<file path="src/rtl/regs_wb_arbiter.sv">
`default_nettype none
// ============================================================================
// Module   : regs_wb_arbiter
// Brief    : Round-robin share of the regfile write port between ex and mc,
//            plus a pending scoreboard of mc destinations for decode hazards.
// Revision : 1.0
// ============================================================================
module regs_wb_arbiter #(
    parameter int DW = 32,
    parameter int AW = 5
) (
    input  logic          clk,
    input  logic          rst,
    input  logic          ex_wvalid_i,
    output logic          ex_wready_o,
    input  logic [AW-1:0] ex_waddr_i,
    input  logic [DW-1:0] ex_wdata_i,
    input  logic          mc_wvalid_i,
    output logic          mc_wready_o,
    input  logic [AW-1:0] mc_waddr_i,
    input  logic [DW-1:0] mc_wdata_i,
    input  logic          mc_issue_i,
    input  logic [AW-1:0] mc_issue_rd_i,
    input  logic [AW-1:0] id_rs1_i,
    input  logic [AW-1:0] id_rs2_i,
    input  logic [AW-1:0] id_rd_i,
    output logic          hazard_o,
    output logic [AW-1:0] reg_waddr_o,
    output logic [DW-1:0] reg_wdata_o,
    output logic          reg_wen_o
);

    localparam int   c_NREG     = 1 << AW;
    localparam logic c_GRANT_EX = 1'b0;
    localparam logic c_GRANT_MC = 1'b1;

    logic              r_last_grant;
    logic [c_NREG-1:0] r_pending;
    logic [c_NREG-1:0] w_pending_nxt;
    logic              w_ex_grant;
    logic              w_mc_grant;
    logic              w_contend;

    // Grants depend only on the valids and last_grant, never on request data.
    always_comb begin
        w_contend  = ex_wvalid_i && mc_wvalid_i;
        w_ex_grant = ex_wvalid_i && (!mc_wvalid_i || (r_last_grant == c_GRANT_MC));
        w_mc_grant = mc_wvalid_i && (!ex_wvalid_i || (r_last_grant == c_GRANT_EX));
    end

    assign ex_wready_o = w_ex_grant;
    assign mc_wready_o = w_mc_grant;

    always_ff @(posedge clk) begin
        if (!rst) begin
            r_last_grant <= c_GRANT_MC;
        end else if (w_contend) begin
            r_last_grant <= w_ex_grant ? c_GRANT_EX : c_GRANT_MC;
        end
    end

    always_ff @(posedge clk) begin
        if (!rst) begin
            reg_wen_o   <= 1'b0;
            reg_waddr_o <= '0;
            reg_wdata_o <= '0;
        end else if (w_ex_grant) begin
            reg_wen_o   <= (ex_waddr_i != '0);
            reg_waddr_o <= ex_waddr_i;
            reg_wdata_o <= ex_wdata_i;
        end else if (w_mc_grant) begin
            reg_wen_o   <= (mc_waddr_i != '0);
            reg_waddr_o <= mc_waddr_i;
            reg_wdata_o <= mc_wdata_i;
        end else begin
            reg_wen_o   <= 1'b0;
        end
    end

    // Clear first so a same-cycle issue to the same rd leaves the bit set.
    always_comb begin
        w_pending_nxt = r_pending;
        if (w_mc_grant) begin
            w_pending_nxt[mc_waddr_i] = 1'b0;
        end
        if (mc_issue_i && (mc_issue_rd_i != '0)) begin
            w_pending_nxt[mc_issue_rd_i] = 1'b1;
        end
        w_pending_nxt[0] = 1'b0;
    end

    always_ff @(posedge clk) begin
        if (!rst) begin
            r_pending <= '0;
        end else begin
            r_pending <= w_pending_nxt;
        end
    end

    assign hazard_o = rst && (
                        ((id_rs1_i != '0) && r_pending[id_rs1_i]) ||
                        ((id_rs2_i != '0) && r_pending[id_rs2_i]) ||
                        ((id_rd_i  != '0) && r_pending[id_rd_i]));

endmodule
`default_nettype wire

</file>
<file path="config.mk">
export PLATFORM = sky130hd
export DESIGN_NAME = regs_wb_arbiter
export DESIGN_NICKNAME = d
export VERILOG_FILES = /design/src/rtl/regs_wb_arbiter.sv
export SDC_FILE = /design/constraint.sdc
export NUM_CORES = 1
export LEC_CHECK = 0
export ABC_CLOCK_PERIOD_IN_PS = 2000
export CELL_PAD_IN_SITES_DETAIL_PLACEMENT = 1
export CELL_PAD_IN_SITES_GLOBAL_PLACEMENT = 2
export CORE_MARGIN = 1.5
export CORE_UTILIZATION = 22
export DETAILED_ROUTE_END_ITERATION = 8
export HOLD_SLACK_MARGIN = 0.15
export PLACE_DENSITY = 0.85
export SLEW_MARGIN = 20
export SYNTH_ARGS = -nofsm -noshare
export SYNTH_HDL_FRONTEND = slang
export SYNTH_SLANG_ARGS = --single-unit
</file>
<file path="constraint.sdc">
create_clock -name clk -period 2 [get_ports clk]
set_input_delay 0.4 -clock clk [delete_from_list [all_inputs] [get_ports clk]]
set_output_delay 0.4 -clock clk [all_outputs]
set_load 0.01 [all_outputs]
</file>
==> impl_metrics.sql, run 1 <==
INSERT INTO impl_metrics (metric_group, metric, value, unit) VALUES
('clocking', 'tritoncts_clock_tree', 'done', ''),
('logic_synthesis', 'synthesis.area', '3800', 'um^2'),
('logic_synthesis', 'postSynthRegisterBits', '70', ''),
('setup_path', 'cp_data_required_time', '1600', 'ps'),
('floorplanning', 'total_die_area', '18100', 'um^2'),
('floorplanning', 'floorplan.initialDensity', '22.7', '%'),
('flow_run', 'cap_violations', '0', ''),
('placement', 'port_buffers', '139', ''),
('clocking', 'cts-buffers-inserted', '9', ''),
('logic_synthesis', 'most_area_hungry_cell_type_in_the_yosys_netlist', 'sky130_fd_sc_hd__dfxtp_1', ''),
('sta', 'period_share', '120', '%'),
('logic_synthesis', 'seq_area_frac_synth', '36.9', '%'),
('power', 'power_leakage', '2.32', 'nW'),
('logic_synthesis', 'syn_nets', '573', ''),
('clocking', 'ctsHoldBuffers', '0', ''),
('sta', 'rsz0062_at_grt', 'yes', ''),
('clocking', 'cts.path.max_buffers', '2', ''),
('logic_synthesis', 'ys.warnings.count', '0', ''),
('setup_path', 'setup.worst_path.end_class', 'output port', ''),
('sta', 'finalSetupViolations', '1', ''),
('detailed_routing', 'per_cell_via_count_in_the_routed_design', '4.97', ''),
('sta', 'maxSlewViolCount', '0', ''),
('placement', 'hpwlAfterDp', '11900', 'um'),
('logic_synthesis', 'yosys.cell_types.count', '37', ''),
('cells_and_area', 'layout_cells_sized_above_1', '17.7', '%'),
('detailed_routing', 'wl_per_cell', '18.2', 'um'),
('clocking', 'cts.root.buffer_cell', 'sky130_fd_sc_hd__clkbuf_16', ''),
('setup_path', 'worst_ep_arrival_time', '2000', 'ps'),
('detailed_routing', 'antenna_left', '0', ''),
('setup_path', 'critPathLaunchType', 'register', ''),
('detailed_routing', 'drt-total-wl', '15700', 'um'),
('clocking', 'clock_latency_late_sink', '330', 'ps'),
('global_routing', 'largest_net_degree_at_the_start_of_global_routing', '75', ''),
('floorplanning', 'die_y', '134', 'um'),
('power', 'ir_drop', '0.000289', 'V'),
('detailed_routing', 'detail_route.drc_violations', '0', ''),
('hold_path', 'class_of_the_worst_hold_path', 'reg -> reg', ''),
('cells_and_area', 'n_antenna_cell', '0', ''),
('cells_and_area', 'num-nets-final', '737', ''),
('global_routing', 'grt_antenna_before_repair', '0', ''),
('global_routing', 'grt_pass1_wl', '24800', 'um'),
('sta', 'fin_ws', '-398', 'ps'),
('floorplanning', 'io-pin-count', '140', ''),
('global_routing', 'first_global_vias', '4649', ''),
('sta', 'slew_headroom', '48.9', '%'),
('floorplanning', 'placementRows', '47', ''),
('clocking', 'tritoncts_num_sinks', '70', ''),
('clocking', 'htreeDepth', '3', ''),
('logic_synthesis', 'synth.area.top_cells', 'sky130_fd_sc_hd__dfxtp_1 (37%), sky130_fd_sc_hd__nand2_1 (10%), sky130_fd_sc_hd__a311oi_1 (9.0%)', ''),
('run_status', 'violations', 'setup timing', ''),
('placement', 'post-place-cells', '844', ''),
('placement', 'detailed_place.area', '5710', 'um^2'),
('run_status', 'status', 'finished, violations left', ''),
('sta', 'hold_viol', '0', ''),
('setup_path', 'timing.setup.critical_path_class', 'reg -> out', ''),
('cells_and_area', 'fin_area', '6130', 'um^2'),
('sta', 'fmax', '417', 'MHz'),
('logic_synthesis', 'syn_avg_cell_area', '8.01', 'um^2'),
('clocking', 'worst_setup_hold_path_clk_slew', '60', 'ps'),
('sta', 'worst-slew-pin-transition', '766', 'ps'),
('sta', 'setup_total_negative_slack', '-398', 'ps'),
('logic_synthesis', 'synth_top_cell_area_share', '36.9', '%'),
('cells_and_area', 'fin_cells', '863', ''),
('global_routing', 'gr-usage-all-layers', '17.7', '%'),
('detailed_routing', 'dr_total_vias', '4287', ''),
('power', 'powerDensity', '690', 'nW/um^2'),
('cells_and_area', 'areaGrowthSynthToFinish', '61.3', '%'),
('placement', 'place_congestion', '0.849', ''),
('sta', 'finClkSkew', '5.28', 'ps'),
('floorplanning', 'core_area', '16700', 'um^2'),
('sta', 'final_period_minus_worst_setup_slack', '2400', 'ps'),
('floorplanning', 'fp.dieW', '134', 'um'),
('detailed_routing', 'detailedRoute.firstPassIterationCount', '4', ''),
('detailed_routing', 'drt_iter0_markers', '158', ''),
('setup_path', 'worstPathMaxFanout', '4', ''),
('global_routing', 'grt-ovfl-total', '0', ''),
('logic_synthesis', 'mapped_cells', '474', '');
-- registers in the layout, summed over array words and instances, names as in the netlist --
register and cells:
r_last_grant 1, r_pending 31, reg_waddr_o 5, reg_wdata_o 32
reg_wen_o 1
-- layout by cell type (no fill, tap or decap), types with 6 or more instances in the layout --
cell type,netlist,final
sky130_fd_sc_hd__clkdlybuf4s50_1,0,123
sky130_fd_sc_hd__nand2_1,105,105
sky130_fd_sc_hd__dfxtp_1,70,63
sky130_fd_sc_hd__nor2_1,53,53
sky130_fd_sc_hd__buf_4,0,49
sky130_fd_sc_hd__a21oi_1,39,39
sky130_fd_sc_hd__a311oi_1,39,39
sky130_fd_sc_hd__o21ai_0,36,33
sky130_fd_sc_hd__mux4_2,13,16
sky130_fd_sc_hd__nand3_1,11,11
sky130_fd_sc_hd__mux2i_1,9,9
sky130_fd_sc_hd__clkbuf_16,0,9
sky130_fd_sc_hd__dlygate4sd2_1,0,9
sky130_fd_sc_hd__dfxtp_2,0,7
sky130_fd_sc_hd__inv_1,7,6
sky130_fd_sc_hd__nand3b_1,6,6
-- worst max-delay path, stage by stage, from the launching register on --
cell and delay, ps:
sky130_fd_sc_hd__dfxtp_2 350, sky130_fd_sc_hd__mux4_2 470, sky130_fd_sc_hd__mux2_4 260, sky130_fd_sc_hd__a31oi_1 120
sky130_fd_sc_hd__and3_1 200, sky130_fd_sc_hd__a41oi_2 110, sky130_fd_sc_hd__buf_2 160
-- worst paths after layout --
kind	to	cells after the start	from	slack (ps)
max	hazard_o	6	r_pending[31]$_SDFF_PN0_	-400
min	reg_wdata_o[24]$_SDFFE_PN0P_	2	reg_wdata_o[24]$_SDFFE_PN0P_	500
max reg2reg	reg_wdata_o[16]$_SDFFE_PN0P_	4	r_last_grant$_SDFFE_PN1P_	480
min reg2reg	reg_wdata_o[24]$_SDFFE_PN0P_	2	reg_wdata_o[24]$_SDFFE_PN0P_	500
-- synthesized netlist by cell type --
cell type and number:
sky130_fd_sc_hd__dfxtp_1 70, sky130_fd_sc_hd__a221oi_1 1, sky130_fd_sc_hd__o31ai_1 1, sky130_fd_sc_hd__a2111oi_0 2, sky130_fd_sc_hd__a22o_1 1, sky130_fd_sc_hd__mux2_2 3, sky130_fd_sc_hd__a21oi_1 39, sky130_fd_sc_hd__buf_2 9
sky130_fd_sc_hd__nor3_1 5, sky130_fd_sc_hd__or2_2 1, sky130_fd_sc_hd__o21ai_0 36, sky130_fd_sc_hd__nand3_1 11, sky130_fd_sc_hd__nand2_1 105, sky130_fd_sc_hd__nor3b_1 2, sky130_fd_sc_hd__mux4_2 13, sky130_fd_sc_hd__o311ai_0 1
sky130_fd_sc_hd__mux4_1 4, sky130_fd_sc_hd__or3_1 1, sky130_fd_sc_hd__inv_2 1, sky130_fd_sc_hd__a41oi_1 1, sky130_fd_sc_hd__nand2b_1 4, sky130_fd_sc_hd__buf_6 1, sky130_fd_sc_hd__a31oi_1 1, sky130_fd_sc_hd__and3_1 2
sky130_fd_sc_hd__nor2b_1 3, sky130_fd_sc_hd__mux2i_1 9, sky130_fd_sc_hd__or4_1 1, sky130_fd_sc_hd__nor4b_1 2, sky130_fd_sc_hd__nand3b_1 6, sky130_fd_sc_hd__or3b_2 2, sky130_fd_sc_hd__a311oi_1 39, sky130_fd_sc_hd__a211oi_1 5
sky130_fd_sc_hd__nor4_1 1, sky130_fd_sc_hd__buf_1 6, sky130_fd_sc_hd__clkbuf_1 25, sky130_fd_sc_hd__inv_1 7, sky130_fd_sc_hd__nor2_1 53
-- metal layers --
layer	part of all wire [%]	wire length, um	global-route usage [%]	vias to the layer above
met1	41	6490	20.2	2077
met4	2.6	412	7.83	0
met5	0	0	0	-
met2	48	7480	30.1	148
met3	8.6	1350	5.74	24
li1	-	-	-	2038
-- stage by stage --
step	hold WS, ps	setup slack, ps	total power [mW]	util, %
floorplan	468	-52.6	1.87	-
global placement	484	-1120	2.35	34.2
detailed placement	496	-1210	2.38	34.2
CTS	505	-410	4.28	36.6
global route	521	-461	4.41	36.7
finish	501	-398	4.23	36.7
-- power breakdown --
part | internal, mW | switching, mW
sequential | 1.47 | 0.0454
clock | 1.29 | 0.594
combinational | 0.448 | 0.382
-- layout make-up --
type / count / area [um^2]
Clock buffer: 13 / 260
Clock inverter: 3 / 90.1
Fill cell: 1991 / 10600
Inverter: 8 / 30.0
Multi-Input combinational cell: 355 / 2260
Sequential cell: 70 / 1410
Tap cell: 220 / 275
Timing Repair Buffer: 194 / 1800
-- timing repair --
| action | CTS | global route |
|---|---|---|
| hold endpoints to repair | 0 | 0 |
| pin swaps | 6 | 3 |
| cloned | 0 | 0 |
| setup buffers | 3 | 0 |
| setup endpoints to repair | 3 | 1 |
| gates resized for setup | 49 | 10 |
-- cells by family (layout without fill, tap and decap cells) --
group                  after synthesis  in the layout  synth area share [%]
muxes                               29             29                  13.7
DFF                                 70             70                  36.9
AOI/OAI and AO/OA                  127            127                  21.6
buffers and inverters               49            218                  5.34
and+or+nand+nor                    199            199                  22.4
(Power assumes the default switching activity.)
==> inputs of run 2 (changes only) <==
--- a/config.mk
+++ b/config.mk
@@ -6,6 +6,7 @@
 export NUM_CORES = 1
 export LEC_CHECK = 0
 export ABC_CLOCK_PERIOD_IN_PS = 2000
+export CAP_MARGIN = 25
 export CELL_PAD_IN_SITES_DETAIL_PLACEMENT = 1
 export CELL_PAD_IN_SITES_GLOBAL_PLACEMENT = 2
 export CORE_MARGIN = 1.5
==> results of run 2 <==
Same layout as run 1: the final DEF is identical, and so are final timing and power.
==> inputs of run 3 (changes only) <==
--- a/config.mk
+++ b/config.mk
@@ -12,6 +12,7 @@
 export CORE_MARGIN = 1.5
 export CORE_UTILIZATION = 22
 export DETAILED_ROUTE_END_ITERATION = 8
+export GPL_TIMING_DRIVEN = 1
 export HOLD_SLACK_MARGIN = 0.15
 export PLACE_DENSITY = 0.85
 export SLEW_MARGIN = 20
==> results of run 3 <==
Same layout as run 1: the final DEF is identical, and so are final timing and power.
